## src/rtl/dominos_rom_loader.sv

```systemverilog
// Dominos ROM loader: splits the HPS ioctl byte stream into per-region ROM write strobes and gates the core reset.
// Latency: one cycle from Dl_Wr_I to Rom_We_O. The core is released 1+16+1 cycles after the download ends.
// Backpressure: none. A byte can be accepted on every cycle; bytes that arrive outside a download are dropped.
module dominos_rom_loader #(
   parameter logic [16:0] REG0_BASE  = 17'h00000,
   parameter logic [16:0] REG1_BASE  = 17'h00800,
   parameter logic [16:0] REG2_BASE  = 17'h01000,
   parameter logic [16:0] REG3_BASE  = 17'h01200,
   parameter logic [16:0] IMG_SIZE   = 17'h01300,
   parameter int unsigned SETTLE_CYC = 16
) (
   input  logic        Clk_I,
   input  logic        Reset_I,
   input  logic        Dl_Active_I,
   input  logic        Dl_Wr_I,
   input  logic [16:0] Dl_Addr_I,
   input  logic [7:0]  Dl_Data_I,
   output logic [3:0]  Rom_We_O,
   output logic [11:0] Rom_Addr_O,
   output logic [7:0]  Rom_Data_O,
   output logic        Core_Reset_n_O,
   output logic        Load_Done_O,
   output logic        Load_Err_O
);

   localparam int SW = $clog2(SETTLE_CYC + 1);
   localparam logic [16:0] CNT_MAX = 17'h1FFFF;

   typedef enum logic [2:0] {IDLE, LOAD, CHECK, SETTLE, RUN, ERROR} state_t;

   state_t        state_q, state_d;
   logic [16:0]   cnt_q, cnt_d;
   logic [SW-1:0] settle_q, settle_d;
   logic          ovr_q, ovr_d;
   logic          ord_q, ord_d;
   logic [3:0]    we_q, we_d;
   logic [11:0]   addr_q, addr_d;
   logic [7:0]    data_q, data_d;
   logic          core_rst_n_q, core_rst_n_d;
   logic          done_q, done_d;
   logic          err_q, err_d;
   logic [16:0]   rel;

   // Next state, byte decode, error flags and registered output values.
   always_comb begin
      state_d  = state_q;
      cnt_d    = cnt_q;
      settle_d = settle_q;
      ovr_d    = ovr_q;
      ord_d    = ord_q;
      we_d     = 4'b0000;
      addr_d   = addr_q;
      data_d   = data_q;
      rel      = 17'h00000;

      case (state_q)
         IDLE: begin
            if (Dl_Active_I) state_d = LOAD;
         end
         LOAD: begin
            // A byte arriving together with the falling edge of Dl_Active_I still counts.
            if (Dl_Wr_I) begin
               if (Dl_Addr_I < IMG_SIZE) begin
                  if (Dl_Addr_I < REG1_BASE) begin
                     we_d = 4'b0001;
                     rel  = Dl_Addr_I - REG0_BASE;
                  end else if (Dl_Addr_I < REG2_BASE) begin
                     we_d = 4'b0010;
                     rel  = Dl_Addr_I - REG1_BASE;
                  end else if (Dl_Addr_I < REG3_BASE) begin
                     we_d = 4'b0100;
                     rel  = Dl_Addr_I - REG2_BASE;
                  end else begin
                     we_d = 4'b1000;
                     rel  = Dl_Addr_I - REG3_BASE;
                  end
                  addr_d = rel[11:0];
                  data_d = Dl_Data_I;
                  if (Dl_Addr_I != cnt_q) ord_d = 1'b1;
                  if (cnt_q != CNT_MAX) cnt_d = cnt_q + 17'd1;
               end else begin
                  ovr_d = 1'b1;
               end
            end
            if (!Dl_Active_I) state_d = CHECK;
         end
         CHECK: begin
            settle_d = '0;
            if (cnt_q == IMG_SIZE && !ovr_q && !ord_q) state_d = SETTLE;
            else                                       state_d = ERROR;
         end
         SETTLE: begin
            if (settle_q == SW'(SETTLE_CYC - 1)) state_d = RUN;
            else                                 settle_d = settle_q + 1'b1;
         end
         RUN: begin
            if (Dl_Active_I) state_d = LOAD;
         end
         ERROR: begin
            if (Dl_Active_I) state_d = LOAD;
         end
         default: state_d = IDLE;
      endcase

      // Every new download starts with a clean count and clean error flags.
      if (state_d == LOAD && state_q != LOAD) begin
         cnt_d = 17'h00000;
         ovr_d = 1'b0;
         ord_d = 1'b0;
      end

      // The core reset drops on the very edge that sees a restart while running.
      core_rst_n_d = (state_q == RUN) && (state_d == RUN);
      done_d       = core_rst_n_d;
      err_d        = (state_d == ERROR);
   end

   // State and output registers, all cleared asynchronously.
   always_ff @(posedge Clk_I or negedge Reset_I) begin
      if (!Reset_I) begin
         state_q      <= IDLE;
         cnt_q        <= 17'h00000;
         settle_q     <= '0;
         ovr_q        <= 1'b0;
         ord_q        <= 1'b0;
         we_q         <= 4'b0000;
         addr_q       <= 12'h000;
         data_q       <= 8'h00;
         core_rst_n_q <= 1'b0;
         done_q       <= 1'b0;
         err_q        <= 1'b0;
      end else begin
         state_q      <= state_d;
         cnt_q        <= cnt_d;
         settle_q     <= settle_d;
         ovr_q        <= ovr_d;
         ord_q        <= ord_d;
         we_q         <= we_d;
         addr_q       <= addr_d;
         data_q       <= data_d;
         core_rst_n_q <= core_rst_n_d;
         done_q       <= done_d;
         err_q        <= err_d;
      end
   end

   assign Rom_We_O       = we_q;
   assign Rom_Addr_O     = addr_q;
   assign Rom_Data_O     = data_q;
   assign Core_Reset_n_O = core_rst_n_q;
   assign Load_Done_O    = done_q;
   assign Load_Err_O     = err_q;

endmodule

```

## config.mk

```make
export PLATFORM = sky130hd
export DESIGN_NAME = dominos_rom_loader
export DESIGN_NICKNAME = d
export VERILOG_FILES = /design/src/rtl/dominos_rom_loader.sv
export SDC_FILE = /design/constraint.sdc
export NUM_CORES = 1
export LEC_CHECK = 0
export BUFFER_PORTS_ARGS = -buffer_cell sky130_fd_sc_hd__buf_2
export CAP_MARGIN = 10
export CORE_MARGIN = 1
export CORE_UTILIZATION = 59
export DETAILED_ROUTE_END_ITERATION = 16
export PLACE_DENSITY = 0.86
export REMOVE_ABC_BUFFERS = 1
export SLEW_MARGIN = 20
export SYNTH_ARGS = -nofsm -noshare
export SYNTH_HDL_FRONTEND = slang
export SYNTH_SLANG_ARGS = --single-unit
```

## constraint.sdc

```tcl
create_clock -name Clk_I -period 5.2 [get_ports Clk_I]
set_input_delay 0.26 -clock Clk_I [delete_from_list [all_inputs] [get_ports Clk_I]]
set_output_delay 0.26 -clock Clk_I [all_outputs]
set_load 0.02 [all_outputs]
```

==> Implementation_results.wiki <==
{| class="wikitable"
! Metric !! Value
|-
| Status || finished, final reports clean
|-
| Fin crit period || 2640 ps
|-
| Master cell of the clock root buffer || sky130_fd_sc_hd__clkbuf_8
|-
| Cts bufs inserted || 5
|-
| Synthesis-to-finish area growth || 14.9%
|-
| Unrepaired setup endpoints after global routing || no
|-
| Detail Route Antenna Nets || 0
|-
| Final setup fails || 0
|-
| Critical path data arrival time || 2810 ps
|-
| Most common flop cell mapped by yosys || sky130_fd_sc_hd__dfrtp_1
|-
| Maximum clock rate || 379 MHz
|-
| Worst-path maximum fanout || 19
|-
| Buffers on Ports || 55
|-
| TritonCTS clock tree || built
|-
| CP Launch Type || register
|-
| Total non-filler cell area in the finished layout || 3140 sq um
|-
| Final cycle utilization of the critical path || 0.507
|-
| Register clock-pin slew on the reported worst setup and hold paths || 100 ps
|-
| Average wire per cell in the routed design || 15.7 um
|-
| Instance area after placement || 3050 sq um
|-
| Number of iterations in the first detailed-routing pass || 4
|-
| Vias in the first global route || 2000
|-
| Placer's final routability congestion estimate || 0.910
|-
| Post-synthesis area per instance || 10.7 sq um
|-
| Worst max-slew margin expressed relative to the limit || 0.454
|-
| Count of synthesis-stage warnings from yosys || 0
|-
| Instance count of the mapped netlist || 256
|-
| Register area share after synthesis || 0.485
|-
| Clock Tree Buf Depth || 2
|-
| Number of slew-limit violations in the final report || 0
|-
| Main combinational cell family by area after synthesis || simple AND/OR/NAND/NOR gates
|-
| Worst path required time || 5370 ps
|-
| Parity-gate share of the synthesized area counting xor and xnor cells || 0.106
|-
| Clk sinks || 53
|-
| ANT cells || 0
|-
| Global-route wire length before repair || 9.48 mm
|-
| Number of vias after detailed routing || 2078
|-
| Starting utilization of the core area || 0.619
|-
| Most used routing layer || met2
|-
| Worst-Skew Late Latency || 320 ps
|-
| DRC violation count after routing || 0
|-
| Met2 demand-to-capacity share in global routing || 0.400
|-
| Final net count || 346
|-
| Pwr Total || 1.23 mW
|-
| Sum of negative setup slack || 0 ps
|-
| Path type of the worst setup path || reg2reg
|-
| Setup bufs post-CTS || 0
|-
| Largest net degree at the start of global routing || 54
|-
| Mux share of post-synthesis cell area || 0.0820
|-
| Initial antenna violation count || 0
|-
| Clock Skew || 8.96 ps
|-
| FF+latch count, synth || 53
|-
| Ys async rst share || 1.00
|-
| Worst min-delay path class || in2async
|-
| Nature of the critical path endpoint || register
|-
| Number of synthesized flops with an enable pin || 0
|-
| Post-synthesis share of cell area spent on full adders, half adders and majority gates || 0.0321
|-
| Count of distinct cell types in the synthesized netlist || 41
|-
| Leakage component of the power || 1.56 nW
|-
| Hold-fix buffers at CTS || 0
|-
| Global routing usage on met3 || 0.0505
|-
| Post-synthesis compound-gate area fraction || 0.0797
|-
| Power density normalized to cell area || 392 nW/um^2
|-
| Via density per instance || 5.72
|-
| Number of endpoints with negative hold slack in the final report || 0
|-
| Share of final-layout standard cells stronger than drive strength 1 || 0.293
|-
| Area of the mapped netlist || 2730 sq um
|-
| IR drop worst, VDD || 234 uV
|-
| DRC violation total after the first TritonRoute iteration || 196
|-
| Area share of and/or/nand/nor cells after synthesis || 0.185
|-
| Number of H-tree branching levels || 2
|-
| DIE WIDTH || 70.1 um
|-
| Residual overflow from global routing || 0
|-
| Detailed placer's ending HPWL || 4.07 mm
|-
| Die Y || 70.1 um
|-
| Max Cap Violations || 0
|-
| Row Count || 24
|-
| Overall track demand over capacity in global routing || 0.252
|-
| Number of ports placed on the die boundary || 56
|-
| Total detailed-routing wirelength || 5.70 mm
|-
| Die Footprint || 4910 sq um
|-
| GR met1 Demand/Resource || 0.334
|-
| Fill cell total of the finished layout || 330
|-
| Number of resized instances in the post-cts repair step || 0
|-
| Transition time at the pin with the least slew margin || 820 ps
|-
| Core area || 4410 sq um
|}
synthesized netlist by cell type (all sizes together) (2+ instances only):
cell | instances | area [sq um]
a21o | 3 | 22.5
nor3 | 6 | 30.0
or3 | 3 | 18.8
nand2 | 20 | 75.1
xor2 | 21 | 184
ha | 7 | 87.6
nor4 | 8 | 50.1
nand2b | 2 | 12.5
nor4b | 3 | 26.3
and3 | 3 | 18.8
nand3 | 6 | 30.0
nand4 | 5 | 31.3
nor2 | 26 | 97.6
clkbuf | 6 | 22.5
buf | 4 | 27.5
mux2 | 19 | 214
inv | 9 | 33.8
nor2b | 5 | 31.3
nor3b | 2 | 15.0
xnor2 | 12 | 105
or2 | 2 | 12.5
a21oi | 8 | 43.8
a22o | 5 | 43.8
dfrtp | 53 | 1330
and4 | 2 | 17.5
o21ai | 3 | 15.0
flip-flops by register name (all words and copies together), names as in the netlist:
name and cells:
cnt_q 17, Rom_Addr_O 12, Rom_Data_O 8, settle_q 5, Rom_We_O 4, state_q 3
Load_Done_O 1, Load_Err_O 1, ord_q 1, ovr_q 1
worst paths after layout:
kind / from / end / slack, ps / cells past startpoint
max: settle_q[0] / cnt_q[5] / 2560 / 7
min: Reset_I / Rom_Addr_O[5] / 40 / 2
max reg2reg: settle_q[0] / cnt_q[5] / 2560 / 7
min reg2reg: Rom_Addr_O[11] / Rom_Addr_O[11] / 510 / 1
max in group asynchronous: Reset_I / cnt_q[16] / 4710 / 2
min in group Clk_I: Dl_Data_I[1] / Rom_Data_O[1] / 160 / 2
per-layer routing:
layer / vias to the layer above / share of wire
li1: 996 / -
met1: 988 / 0.44
met2: 84 / 0.49
met3: 10 / 0.056
met4: 0 / 0.019
met5: - / 0
stage by stage:
stage | instances | util | setup WS (ps) | hold slack, ps
after global routing | 363 | 0.711 | 2380 | 104
after detailed placement | 355 | 0.690 | 2570 | 423
final | 363 | 0.711 | 2560 | 43.2
after CTS | 363 | 0.711 | 2540 | 77.6
after global placement | 355 | 0.688 | 2530 | 413
after floorplan | 246 | - | 2850 | -35.6
worst max-delay path, stage by stage, from the launching register on:
cell and delay [ps]:
sky130_fd_sc_hd__dfrtp_1 430, sky130_fd_sc_hd__ha_1 220, sky130_fd_sc_hd__and3_1 190, sky130_fd_sc_hd__ha_1 290, sky130_fd_sc_hd__a31oi_1 300, sky130_fd_sc_hd__a21bo_2 280, sky130_fd_sc_hd__a221oi_4 630, sky130_fd_sc_hd__nor2_1 150
placed cells by master (no fill, tap or decap), drive strengths merged, types with 7 or more instances in the layout:
| cell | n |
|---|---|
| a21oi | 8 |
| mux2 | 19 |
| dfrtp | 53 |
| nor4 | 8 |
| xnor2 | 12 |
| nor2 | 26 |
| inv | 11 |
| ha | 7 |
| buf | 57 |
| nand2 | 20 |
| xor2 | 21 |
area by class of cell:
cell class / count / area (sq um) / share of cell area
Multi-Input combinational cell: 184 / 1330 / 0.424
Clock buffer: 5 / 68.8 / 0.0219
Timing Repair Buffer: 57 / 290 / 0.0925
Inverter: 9 / 33.8 / 0.0108
Clock inverter: 3 / 25.0 / 0.00797
Sequential cell: 53 / 1330 / 0.422
Tap cell: 52 / 65.1 / 0.0207
power breakdown:
part / leakage [nW] / internal [mW] / switching [mW]
combinational: 0.799 / 0.174 / 0.241
sequential: 0.714 / 0.497 / 0.0690
clock: 0.0452 / 0.0985 / 0.150
cell families after synthesis:
group | after synthesis
simple gates | 97
flops | 53
xor+xnor | 33
compound gates | 27
mux | 20
buf+inv | 19
fa+ha+maj | 7
Power figures use the tool's default switching activity.
